**src/rtl/charram_dram_ctrl.sv**
```systemverilog
// Char-RAM DRAM controller: arbitrates a CPU port and a video-fetch port onto one
// 16Kx4 plane, sequencing row/column address, RAS/CAS and write/read strobes,
// and capturing read data for the port that owns the access.
module charram_dram_ctrl #(
  parameter int PRE_CYCLES = 1  // precharge cycles after every access, 1..7
) (
  input  logic        i_MCLK,
  input  logic        i_RST,
  input  logic        i_CPU_REQ,
  input  logic        i_CPU_WR,
  input  logic [13:0] i_CPU_ADDR,
  input  logic [3:0]  i_CPU_DIN,
  output logic        o_CPU_ACK,
  output logic [3:0]  o_CPU_DOUT,
  input  logic        i_VID_REQ,
  input  logic [13:0] i_VID_ADDR,
  output logic        o_VID_VALID,
  output logic [3:0]  o_VID_DOUT,
  output logic [7:0]  o_DRAM_ADDR,
  output logic [3:0]  o_DRAM_DIN,
  input  logic [3:0]  i_DRAM_DOUT,
  output logic        o_RAS_n,
  output logic        o_CAS_n,
  output logic        o_WR_n,
  output logic        o_RD_n,
  output logic        o_BUSY
);

  typedef enum logic [2:0] {
    S_IDLE, S_ROW, S_COL, S_ACC, S_DATA, S_PRE
  } state_t;

  localparam logic [2:0] PRE_LAST = 3'(PRE_CYCLES - 1);

  state_t      state, state_nx;
  logic [2:0]  pre_cnt, pre_cnt_nx;

  // Access context latched at grant; inputs are ignored for the rest of the access.
  logic [13:0] addr_q, addr_nx;
  logic        wr_q, wr_nx;
  logic [3:0]  din_q, din_nx;
  logic        vid_q, vid_nx;

  // Next values of the registered outputs.
  logic        ras_n_nx, cas_n_nx, wr_n_nx, rd_n_nx;
  logic        ack_nx, valid_nx, busy_nx;
  logic [7:0]  dram_addr_nx;
  logic [3:0]  dram_din_nx, cpu_dout_nx, vid_dout_nx;

  // Next-state, grant and Moore output decode (outputs follow the next state so they
  // leave the flops aligned with the state itself).
  always_comb begin
    // NOTE: every signal gets a default before the case so no path leaves one
    // unassigned, which would otherwise infer a latch.
    state_nx     = state;
    pre_cnt_nx   = pre_cnt;
    addr_nx      = addr_q;
    wr_nx        = wr_q;
    din_nx       = din_q;
    vid_nx       = vid_q;
    ras_n_nx     = 1'b1;
    cas_n_nx     = 1'b1;
    wr_n_nx      = 1'b1;
    rd_n_nx      = 1'b1;
    ack_nx       = 1'b0;
    valid_nx     = 1'b0;
    dram_addr_nx = o_DRAM_ADDR;
    dram_din_nx  = o_DRAM_DIN;
    cpu_dout_nx  = o_CPU_DOUT;
    vid_dout_nx  = o_VID_DOUT;

    case (state)
      S_IDLE: begin
        // Fixed priority: video fetch wins over the CPU.
        if (i_VID_REQ) begin
          state_nx = S_ROW;
          vid_nx   = 1'b1;
          wr_nx    = 1'b0;
          addr_nx  = i_VID_ADDR;
          din_nx   = 4'h0;
        end else if (i_CPU_REQ) begin
          state_nx = S_ROW;
          vid_nx   = 1'b0;
          wr_nx    = i_CPU_WR;
          addr_nx  = i_CPU_ADDR;
          din_nx   = i_CPU_DIN;
        end
      end
      S_ROW: state_nx = S_COL;
      S_COL: state_nx = S_ACC;
      S_ACC: state_nx = S_DATA;
      S_DATA: begin
        state_nx   = S_PRE;
        pre_cnt_nx = 3'd0;
        ack_nx     = ~vid_q;
        valid_nx   = vid_q;
        if (!wr_q) begin
          if (vid_q) vid_dout_nx = i_DRAM_DOUT;
          else       cpu_dout_nx = i_DRAM_DOUT;
        end
      end
      S_PRE: begin
        if (pre_cnt == PRE_LAST) state_nx   = S_IDLE;
        else                     pre_cnt_nx = pre_cnt + 3'd1;
      end
      default: state_nx = S_IDLE;
    endcase

    case (state_nx)
      S_ROW: begin
        ras_n_nx     = 1'b0;
        dram_addr_nx = addr_nx[7:0];
      end
      S_COL: begin
        ras_n_nx     = 1'b0;
        cas_n_nx     = 1'b0;
        dram_addr_nx = {1'b0, addr_nx[13:8], 1'b0};
      end
      S_ACC: begin
        ras_n_nx     = 1'b0;
        cas_n_nx     = 1'b0;
        dram_addr_nx = {1'b0, addr_nx[13:8], 1'b0};
        dram_din_nx  = din_nx;
        wr_n_nx      = ~wr_nx;
        rd_n_nx      = wr_nx;
      end
      S_DATA: begin
        ras_n_nx     = 1'b0;
        cas_n_nx     = 1'b0;
        dram_addr_nx = {1'b0, addr_nx[13:8], 1'b0};
      end
      default: ;
    endcase

    busy_nx = (state_nx != S_IDLE);
  end

  // State, access context and output registers; reset aborts any access immediately.
  always_ff @(posedge i_MCLK) begin
    if (i_RST) begin
      // NOTE: sequential state uses non-blocking assignments so every flop samples
      // the values from before this edge, independent of statement order.
      state       <= S_IDLE;
      pre_cnt     <= 3'd0;
      addr_q      <= 14'h0;
      wr_q        <= 1'b0;
      din_q       <= 4'h0;
      vid_q       <= 1'b0;
      o_RAS_n     <= 1'b1;
      o_CAS_n     <= 1'b1;
      o_WR_n      <= 1'b1;
      o_RD_n      <= 1'b1;
      o_CPU_ACK   <= 1'b0;
      o_VID_VALID <= 1'b0;
      o_BUSY      <= 1'b0;
      o_DRAM_ADDR <= 8'h0;
      o_DRAM_DIN  <= 4'h0;
      o_CPU_DOUT  <= 4'h0;
      o_VID_DOUT  <= 4'h0;
    end else begin
      state       <= state_nx;
      pre_cnt     <= pre_cnt_nx;
      addr_q      <= addr_nx;
      wr_q        <= wr_nx;
      din_q       <= din_nx;
      vid_q       <= vid_nx;
      o_RAS_n     <= ras_n_nx;
      o_CAS_n     <= cas_n_nx;
      o_WR_n      <= wr_n_nx;
      o_RD_n      <= rd_n_nx;
      o_CPU_ACK   <= ack_nx;
      o_VID_VALID <= valid_nx;
      o_BUSY      <= busy_nx;
      o_DRAM_ADDR <= dram_addr_nx;
      o_DRAM_DIN  <= dram_din_nx;
      o_CPU_DOUT  <= cpu_dout_nx;
      o_VID_DOUT  <= vid_dout_nx;
    end
  end

endmodule

```
**config.mk**
```make
export PLATFORM = sky130hd
export DESIGN_NAME = charram_dram_ctrl
export DESIGN_NICKNAME = d
export VERILOG_FILES = /design/src/rtl/charram_dram_ctrl.sv
export SDC_FILE = /design/constraint.sdc
export NUM_CORES = 1
export LEC_CHECK = 0
export BUFFER_PORTS_ARGS = -buffer_cell sky130_fd_sc_hd__buf_2
export CORE_UTILIZATION = 45
export CTS_CLUSTER_SIZE = 40
export DETAILED_ROUTE_END_ITERATION = 12
export PLACE_DENSITY = 0.7
export SLEW_MARGIN = 20
export SYNTH_ARGS = -nofsm -noshare
export SYNTH_HDL_FRONTEND = slang
export SYNTH_SLANG_ARGS = --single-unit
```
**constraint.sdc**
```tcl
create_clock -name i_MCLK -period 1.9 [get_ports i_MCLK]
set_input_delay 0.38 -clock i_MCLK [delete_from_list [all_inputs] [get_ports i_MCLK]]
set_output_delay 0.38 -clock i_MCLK [all_outputs]
set_load 0.03 [all_outputs]
```
* Yosys cells after proc, flatten, opt, wreduce, memory -nomap -nowiden
Cells that the tools add are included.
** Word-level totals
- Register bits after elaboration :: 53
- Latch bits :: 0
- Memory bits (writable) :: 0
- ROM bits :: 0
- Input bits :: 41
- Output and inout bits :: 27
- Word-level logic and storage cells :: 67
- Memories :: 0
** Operators by class
- Add/sub/neg operators :: 1
- $mul :: 0
- Divide/modulo/power cells :: 0
- Order comparisons :: 0
- Equal/unequal tests :: 10
- Shift-type cells :: 0
- Multiplexer cells :: 20
- Bitwise operators :: 5
- Reductions and logical operators :: 14
** Operator list (number)
- $mux 14 :: 3
- $pmux 3 s6 :: 1
- $pmux 8 s2 :: 1
- $eq 3x2->1 const B :: 4
- $mux 3 :: 4
- $mux 4 :: 3
- $eq 3x3->1 const B :: 3
- $mux 1 :: 7
- $eq 3x1->1 const B :: 2
- $logic_not 3->1 :: 2
- $pmux 3 s2 :: 1
- $reduce_and 3->1 :: 2
- $reduce_bool 2->1 :: 3
- $not 1->1 :: 5
- $reduce_and 2->1 :: 2
- $reduce_or 2->1 :: 2
- $reduce_or 4->1 :: 1
- $add 3x1->3 const B :: 1
- $reduce_bool 3->1 :: 1
- $reduce_or 3->1 :: 1
- $ne 2x2->1 const B :: 1

* Depth between registers and ports, before layout
Gate-level depths: netlist of the first run.
- Depth after elaboration :: 6
- Mapped depth :: 5
- Depth with buffers taken out :: 5

* Least setup slack after synthesis of the first run
No wires, ideal clock.
- Path kind :: input-to-reg
- Start point :: in i_VID_REQ
- End point :: reg o_DRAM_ADDR[1]
- Library setup time :: 0.060 ns
- Data arrival time :: 1.354 ns
- Required time :: 1.840 ns
- Setup slack :: 0.486 ns
- Stages on the path :: 3
- Buffers on the path :: 0
- Cells stage by stage :: or4_1 a21oi_2 a221o_1
** Between the ends
- Cells in the longest elaborated chain, start to end :: 5
- Elaborated cells between the ends (all ways) :: 11
- Classes of those cells :: 4 x eq/ne; 5 x mux; 2 x reduce/logical
** RTL lines
- from (decl) :: RTL line 15 : input logic i_VID_REQ,
- $mux 3 :: RTL line 75 : if (i_VID_REQ) begin
- $pmux 3 s6 :: RTL line 72 : case (state)
- $eq 3x2->1 / $eq 3x3->1 (equally long branches) :: RTL line 109 : case (state_nx)
- $reduce_or 3->1 (no source line)
- $pmux 8 s2 / $reduce_bool 2->1 (equally long branches)
- to (signal assigned) :: RTL line 174 : o_DRAM_ADDR <= dram_addr_nx;
- to (decl) :: RTL line 19 : output logic [7:0] o_DRAM_ADDR,
Several ways; a longest one is shown, not always the timed one.
A chain may end at the register's enable or synchronous reset.

* Final worst setup path of the first run
- Start point :: reg state[0]
- End point :: reg pre_cnt[2]
** Between the ends
- Cells in the longest elaborated chain, start to end :: 3
- Elaborated cells between the ends (all ways) :: 6
- Classes of those cells :: 3 x eq/ne; 1 x mux; 2 x reduce/logical
** RTL lines
- from (decl) :: RTL line 35 : state_t state, state_nx;
- from (signal assigned) :: RTL line 161 : state <= state_nx;
- $eq 3x3->1 :: RTL line 72
- $ne 2x2->1 (no source line) / $reduce_bool 2->1 (equally long branches)
- $reduce_and 2->1 (no source line)
- to (signal assigned) :: RTL line 162 : pre_cnt <= pre_cnt_nx;
- to (decl) :: RTL line 36 : logic [2:0] pre_cnt, pre_cnt_nx;
Several ways; a longest one is shown, not always the timed one.

==> key figures, run 1 <==
Outcome
  • Status: complete, no violations

CTS
  • # Post-CTS Setup Buffers: 0
  • # hold bufs at CTS: 0
  • Clock Tree Root: clkbuf_8
  • CTS Sinks: 45
  • Worst-path clk slew: 0.09 ns
  • CTS tree: yes
  • Inserted Clock Buffers: 5
  • Clock buffer depth: 2
  • Skew-Pair Late Insertion Delay: 0.30 ns
  • Post-CTS Resized: 0
  • Max H-tree Level: 2

Routing
  • DRT Pass-1 Iters: 4
  • Drt drc: 0
  • Vias/cell: 5.48
  • Top sig layer: met4
  • Final wirelength: 4.79 mm
  • Final ANT Viol Nets: 0
  • Vias: 1840
  • Wl on met1: 2.31 mm
  • Met2 WL: 2.10 mm
  • Post-DR wirelength/cell: 14.2 µm
  • Initial DRC Count: 142
  • Routed met3 length: 299 µm

Min path
  • HP Class: input port to flop
  • Hold Path Origin: i_DRAM_DOUT[1]

Timing
  • Hold Violations, Final: 0
  • RSZ-0062 raised after global routing: false
  • Clock Skews: 0.00998 ns
  • Fin Setup TNS: 0 ns
  • Max Freq: 608 MHz
  • Fin. max-slew vios: 0
  • Slew margin rel.: 61.3%
  • Final setup viols: 0
  • Tmin final: 1.65 ns
  • Fin crit share: 86.6%
  • Worst Tran Pin Value: 0.580 ns

Pwr
  • Worst IR Drop VDD: 0.000667 V
  • Comb power frac: 35.3%
  • PwrDens: 1190 nW/µm²
  • Net Sw Frac: 38.7%
  • Lkg Pwr: 1.08 nW
  • P_sw: 1.14 mW
  • Total power: 2.96 mW
  • Clock network fraction of design power: 19.5%
  • Int Pwr: 1.81 mW
  • Seq pwr share: 45.2%

Floorplanning
  • Die X: 68.8 µm
  • Num ports: 68
  • Initial Utilization: 48.4%
  • Core Footprint: 4140 µm²
  • # rows: 23
  • Full die area: 4730 µm²
  • Die Height: 68.8 µm

Logic synthesis
  • Synth Flop Type: dfxtp_1
  • Yosys top cell by area: dfxtp_1
  • Top cells by area, synth: dfxtp_1 (45%), a21oi_1 (8.0%), o21ai_0 (3.5%), inv_1 (3.4%), o221a_2 (3.4%)
  • Synthesized Nets: 262
  • Synth warnings: 0
  • Yosys cell types: 49
  • Async set-reset flop share out of synthesis: 0%
  • Post-synthesis instance total: 219
  • Mapped cell area: 2010 µm²
  • Post-synth EDFFs: 0
  • Average size of a mapped cell: 9.16 µm²
  • Top cell type's share of synthesized area: 44.9%
  • Number of synthesized register bits: 45
  • Top post-synthesis cells by count: dfxtp_1 (45), a21oi_1 (32), inv_1 (18)
  • Seq/Total Area, Yosys: 44.9%
  • Count leader, synth: dfxtp_1

Placement
  • IO buf count: 67
  • Routability congestion estimate: 0.753
  • Dpl hpwl: 3.38 mm
  • Area after DPL: 2400 µm²
  • Dpl cells: 328

Global routing
  • GRT Overall Usage: 21.3%
  • First-pass GRT wire length: 7.32 mm
  • Pin count of the biggest net entering global routing: 24
  • Initial antenna violation count: 0
  • Remaining global-route overflow: 0
  • Vias in the first global route: 1582

Worst setup path
  • Worst setup SP type: flop
  • Critical path class: flop to flop
  • Crit path from: state[0]
  • Setup crit end kind: flop
  • Worst r2r src: state[0]
  • Crit path arrival time: 1.86 ns
  • Req. time, crit path: 2.12 ns
  • Crit path max fanout: 11

Finish
  • Synth-to-layout area growth: 23.6%
  • Non-filler cells, final: 336
  • Register area: 901 µm²
  • Final nets: 328
  • Share of cells above drive strength 1: 35.7%
  • Footprint of the multi-input gates: 953 µm²
  • Cell area after layout: 2480 µm²
  • Number of fillers in the final layout: 397
  • # diodes: 0

Job
  • Max Cap Viol: 0
-- final cells by class --
type	count	share of cell area (%)
sequential	45	36.3
clock inverter	2	0.403
timing repair buffer	77	16.5
clock buffer	6	2.92
tap	50	2.52
multi-input combinational	137	38.4
inverter	19	2.87
-- metrics by stage --
step | hold WS, ns | setup slack [ns] | utilization [%]
CTS | 0.323 | 0.259 | 59.9
detailed placement | 0.466 | 0.215 | 57.9
floorplan | 0.454 | 0.486 | -
global route | 0.313 | 0.115 | 59.9
global placement | 0.461 | 0.232 | 57.9
finish | 0.327 | 0.255 | 59.9
-- layer usage --
layer	track usage, %	up-vias
met2	32.7	57
met4	9.18	0
li1	-	924
met1	28.1	853
met5	0	-
met3	5.59	6
-- worst max-delay path, stage by stage (launching register included) --
cell      delay [ns]
dfxtp_1         0.69
buf_4           0.24
and3b_1         0.27
nand4b_1        0.13
a211oi_1        0.23
-- flip-flops by register name, summed over array words and instances, names as in the netlist, 3 cells and up --
| register | count |
|---|---|
| din_q | 4 |
| state | 3 |
| pre_cnt | 3 |
| addr_q | 6 |
| o_DRAM_ADDR | 8 |
| o_VID_DOUT | 4 |
| o_DRAM_DIN | 4 |
| o_CPU_DOUT | 4 |
-- kinds of logic after synthesis --
group	after synthesis	share of synthesized area, %
buf+inv	37	7.61
mux	4	2.00
flops	45	44.9
fa+ha+maj	2	1.25
simple gates	54	18.3
compound gates	76	25.6
xor+xnor	1	0.436
-- power groups by stage --
stage          Combinational (mW)  Sequential (mW)  Clock [mW]
2_1_floorplan               0.618             1.46           0
3_3_place_gp                 1.04             1.34           0
3_5_place_dp                 1.05             1.35           0
4_1_cts                      1.05             1.33       0.595
5_1_grt                      1.13             1.36       0.643
6_report                     1.04             1.33       0.577
-- cells in the final DEF (no fill, tap or decap), types with 4 or more instances in the layout --
cell type and instances:
o21ai_0 14, clkbuf_8 5, nor3_1 4, buf_4 10
nand2_1 5, nand3b_1 6, inv_1 18, a21oi_1 32
a2111oi_0 4, o221a_2 6, a221o_1 5, nand3_1 11
mux2i_1 4, buf_2 67, dfxtp_1 45, nor2_1 10
-- worst paths after layout --
| path | to | slack [ns] | depth (start not counted) |
|---|---|---|---|
| worst max-delay path | pre_cnt[2] | 0.25 | 4 |
| worst min-delay path | o_CPU_DOUT[1] | 0.33 | 3 |
| worst max register to register | pre_cnt[2] | 0.25 | 4 |
| worst min register to register | o_CPU_DOUT[0] | 0.48 | 2 |
Power figures use the tool's default switching activity.
==> inputs of run 2 (changes only) <==
Settings changed: PLACE_DENSITY 0.7 to 0.77, RECOVER_POWER set to 50, REMOVE_ABC_BUFFERS set to 1.
==> run 2 against run 1 <==
  * First-iteration DRC count fell by 43%
  * Final cell count increased by 0.30%
  * Sequential power hardly changed
  * Register-to-register slack got worse by 0.10 ns
  * Critical path type unchanged
  * Largest power group unchanged
==> key figures, run 2 (synthesized netlist as in run 1, its figures left out) <==
CTS
  • Clock buffer depth: 2
  • Clock Tree Root: clkbuf_8
  • # Post-CTS Setup Buffers: 0
  • Post-CTS Resized: 0
  • CTS tree: yes
  • Inserted Clock Buffers: 5
  • CTS Sinks: 45
  • # hold bufs at CTS: 0
  • Max H-tree Level: 2
  • Worst-path clk slew: 0.08 ns
  • Skew-Pair Late Insertion Delay: 0.30 ns

Routing
  • Vias/cell: 5.55
  • Final ANT Viol Nets: 0
  • Final wirelength: 4.75 mm
  • DRT Pass-1 Iters: 4
  • Drt drc: 0
  • Post-DR wirelength/cell: 14.1 µm
  • Vias: 1872
  • Initial DRC Count: 81

Global routing
  • First-pass GRT wire length: 7.44 mm
  • GRT Overall Usage: 21.5%
  • Remaining global-route overflow: 0
  • Pin count of the biggest net entering global routing: 31
  • Vias in the first global route: 1668
  • Initial antenna violation count: 0

Worst setup path
  • Critical path class: flop to flop
  • Setup crit end kind: flop
  • Crit path arrival time: 1.94 ns
  • Worst setup SP type: flop
  • Reg2Reg Setup Slack: 0.15 ns
  • Crit path max fanout: 9
  • Cells along the critical path: clkbuf_1 > nor4b_2 > nand3b_1 > a211o_1
  • Crit-path slowest cell: nor4b_2
  • FF-to-FF End: o_WR_n
  • Worst r2r src: state[2]
  • FF-to-FF path depth: 4
  • CP max stage delay: 0.54 ns
  • Req. time, crit path: 2.10 ns

Floorplanning
  • Full die area: 4730 µm²
  • Num ports: 68
  • Die X: 68.8 µm
  • Die Height: 68.8 µm
  • Initial Utilization: 48.4%
  • Core Footprint: 4140 µm²
  • # rows: 23

Timing
  • Worst Tran Pin Value: 0.517 ns
  • Fin Setup TNS: 0 ns
  • Final setup viols: 0
  • Worst Slack Setup Final: 0.152 ns
  • Tmin final: 1.75 ns
  • Fin crit share: 92.0%
  • Fin. max-slew vios: 0
  • Hold Violations, Final: 0
  • RSZ-0062 raised after global routing: false
  • Max Freq: 572 MHz
  • Clock Skews: 0.00483 ns
  • Slew margin rel.: 65.5%

Min path
  • Hold Path Origin: i_DRAM_DOUT[0]
  • HP Class: input port to flop
  • Hold path depth: 3
  • Hold endpoint: o_CPU_DOUT[0]

Finish
  • Top flop regs: o_DRAM_ADDR: 8 flops, addr_q: 6 flops
  • Final nets: 329
  • Reg with most FFs: o_DRAM_ADDR
  • Largest register FFs: 8
  • # diodes: 0
  • Cell area after layout: 2470 µm²
  • Most frequent cells in the layout: dfxtp_1 (45), buf_2 (40), clkbuf_1 (33)
  • Synth-to-layout area growth: 23.3%
  • Share of cells above drive strength 1: 24.7%
  • Most common cell after layout, fill and taps aside: dfxtp_1

Job
  • Max Cap Viol: 0

Placement
  • Area after DPL: 2410 µm²
  • Dpl hpwl: 3.26 mm
  • IO buf count: 67
  • DP Worst Slack: 0.232 ns
  • Routability congestion estimate: 0.820

Pwr
  • Worst IR Drop VDD: 0.000663 V
  • PwrDens: 1280 nW/µm²
  • Lkg Pwr: 0.974 nW

Outcome
  • Status: complete, no violations
run 2: worst max-delay path by stage:
stage | start | end
after global routing | state[2] | addr_q[12]
final | state[2] | o_WR_n
after floorplan | state[2] | o_VID_DOUT[0]
after CTS | state[1] | o_DRAM_ADDR[5]
after detailed placement | i_CPU_REQ | o_DRAM_ADDR[0]
after global placement | i_CPU_REQ | o_DRAM_ADDR[1]
run 2: power breakdown:
part	switching, mW	internal (mW)
clock	0.322	0.522
sequential	0.181	1.13
combinational	0.653	0.358
total	1.16	2.02
run 2: cell type report:
class | instances | area (µm²)
Fill cell | 394 | 1670
Multi-Input combinational cell | 137 | 945
Sequential cell | 45 | 901
Timing Repair Buffer | 78 | 362
Inverter | 19 | 71.3
Clock buffer | 5 | 68.8
Clock inverter | 3 | 65.1
Tap cell | 50 | 62.6
run 2: per-layer routing:
metal | track usage [%] | wire length, µm
met3 | 3.95 | 199
met1 | 28.0 | 2200
met5 | 0 | 0
met4 | 7.91 | 58
met2 | 35.4 | 2280
run 2: critical path: cells and delay by family, from the launching register on:
| kind | cells | cell delay [ns] |
|---|---|---|
| AND/OR/NAND/NOR | 2 | 0.73 |
| flip-flops | 1 | 0.41 |
| AO/OA/AOI/OAI | 1 | 0.31 |
| buffers and inverters | 1 | 0.20 |
run 2: metrics by stage:
step           power, mW  hold slack (ns)  util (%)  cells
2_1_floorplan       2.00            0.447         -    201
3_3_place_gp        2.39            0.458      58.1    329
3_5_place_dp        2.41            0.466      58.1    329
4_1_cts             3.26            0.336      61.3    337
5_1_grt             3.35            0.340      59.7    337
6_report            3.17            0.336      59.7    337
==> inputs of run 3 (changes only) <==
Settings changed: CTS_BUF_LIST set to sky130_fd_sc_hd__clkbuf_4.
==> run 3 against run 2 <==
  * Combinational power about the same
  * Non-clock buffer count unchanged
  * Die area unchanged
  * Critical path depth unchanged
  * Cell area decreased by 1.3%
  * Worst setup slack got worse by 0.010 ns
  * Total power decreased by 4.3%
  * Worst hold slack got worse by 0.067 ns
  * Critical path type unchanged
  * Clock skew increased by 0.0031 ns
  * Final cell count unchanged
==> key figures, run 3 (synthesized netlist as in run 1, its figures left out) <==
Outcome
  • Status: complete, no violations

CTS
  • Post-CTS Resized: 0
  • Inserted Clock Buffers: 5
  • Clock Tree Root: clkbuf_4
  • # Post-CTS Setup Buffers: 0
  • Skew-Pair Late Insertion Delay: 0.35 ns
  • Worst-path clk slew: 0.13 ns
  • CTS Sinks: 45
  • CTS tree: yes
  • Clock buffer depth: 2
  • Max H-tree Level: 2
  • # hold bufs at CTS: 0

Placement
  • Area after DPL: 2410 µm²
  • IO buf count: 67
  • DP Worst Slack: 0.232 ns
  • Routability congestion estimate: 0.820
  • Dpl hpwl: 3.26 mm

Worst setup path
  • CP max stage delay: 0.54 ns
  • Crit path arrival time: 2.02 ns
  • Crit-path slowest cell: nor4b_2
  • Crit path max fanout: 9
  • Cells along the critical path: clkbuf_1 > nor4b_2 > nand3b_1 > a211o_1
  • Worst setup SP type: flop
  • Setup crit end kind: flop
  • Top Family by Delay on Critical Path: simple AND/OR/NAND/NOR gates
  • Critical path class: flop to flop
  • Req. time, crit path: 2.17 ns
  • Buf/Inv on CP: 1

Routing
  • Post-DR wirelength/cell: 14.1 µm
  • DRT Pass-1 Iters: 4
  • Vias/cell: 5.54
  • Final wirelength: 4.75 mm
  • Drt drc: 0
  • Vias: 1866
  • Final ANT Viol Nets: 0
  • Initial DRC Count: 82

Job
  • Max Cap Viol: 0

Finish
  • # diodes: 0
  • Final nets: 329
  • Largest register FFs: 8
  • Reg with most FFs: o_DRAM_ADDR
  • Top flop regs: o_DRAM_ADDR: 8 flops, addr_q: 6 flops
  • Share of cells above drive strength 1: 24.7%
  • Most frequent cells in the layout: dfxtp_1 (45), buf_2 (40), clkbuf_1 (33)
  • Cell area after layout: 2440 µm²
  • Synth-to-layout area growth: 21.8%
  • Number of fillers in the final layout: 394
  • Most common cell after layout, fill and taps aside: dfxtp_1
  • Layout Utilization: 59.0%

Timing
  • Fin crit share: 92.5%
  • Max Freq: 569 MHz
  • Hold Violations, Final: 0
  • Worst Slack Setup Final: 0.142 ns
  • Fin. max-slew vios: 0
  • Fin Setup TNS: 0 ns
  • RSZ-0062 raised after global routing: false
  • Slew margin rel.: 64.7%
  • Final setup viols: 0
  • Clock Skews: 0.00790 ns
  • Worst Tran Pin Value: 0.528 ns
  • Tmin final: 1.76 ns

Min path
  • HP Class: input port to flop

Global routing
  • GRT Overall Usage: 21.3%
  • Initial antenna violation count: 0
  • First-pass GRT wire length: 7.36 mm
  • Pin count of the biggest net entering global routing: 31
  • Vias in the first global route: 1650
  • Remaining global-route overflow: 0

Floorplanning
  • # rows: 23
  • Die X: 68.8 µm
  • Num ports: 68
  • Full die area: 4730 µm²
  • Core Footprint: 4140 µm²
  • Initial Utilization: 48.4%
  • Die Height: 68.8 µm

Pwr
  • Worst IR Drop VDD: 0.000605 V
  • PwrDens: 1240 nW/µm²
  • Lkg Pwr: 0.961 nW
## run 3: cell types whose count changed in the layout (fill, tap and decap cells not counted)
cell      delta
clkbuf_4     +5
clkbuf_8     -5
## run 3: power breakdown
part | total (mW) | leakage [nW] | internal [mW] | switching, mW
sequential | 1.32 | 0.368 | 1.13 | 0.181
combinational | 1.01 | 0.538 | 0.358 | 0.649
clock | 0.713 | 0.0552 | 0.407 | 0.305
## run 3: per-stage QoR
stage	total power, mW	std cells	hold slack [ns]
after floorplan	2.00	201	0.447
after global placement	2.39	329	0.458
after detailed placement	2.41	329	0.466
after CTS	3.12	337	0.266
after global routing	3.21	337	0.258
final	3.04	337	0.269
## run 3: final cells by class
class | count | area (µm²) | area share [%]
inverter | 19 | 71.3 | 2.92
timing repair buffer | 78 | 362 | 14.8
clock inverter | 3 | 65.1 | 2.66
sequential | 45 | 901 | 36.9
clock buffer | 5 | 37.5 | 1.54
multi-input combinational | 137 | 945 | 38.7
tap | 50 | 62.6 | 2.56
## run 3: tightest hold or removal path, cell delays in order
cell and delay, ns:
buf_2 0.10, nand3_1 0.06, a21oi_1 0.05
## run 3: path summary, 6_finish.rpt
kind	startpoint	to	slack [ns]	cells past startpoint
max	state[2]	o_WR_n	0.14	4
min	i_DRAM_DOUT[3]	o_VID_DOUT[3]	0.27	3
max reg2reg	state[2]	o_WR_n	0.14	4
min reg2reg	o_CPU_DOUT[3]	o_CPU_DOUT[3]	0.49	2
## run 3: metal layers
metal	vias to the layer above	part of all wire [%]	GRT usage (%)
met4	0	0.93	6.63
met1	878	46	27.3
met2	54	48	35.4
met3	5	4.9	4.93
met5	-	0	0
li1	929	-	-
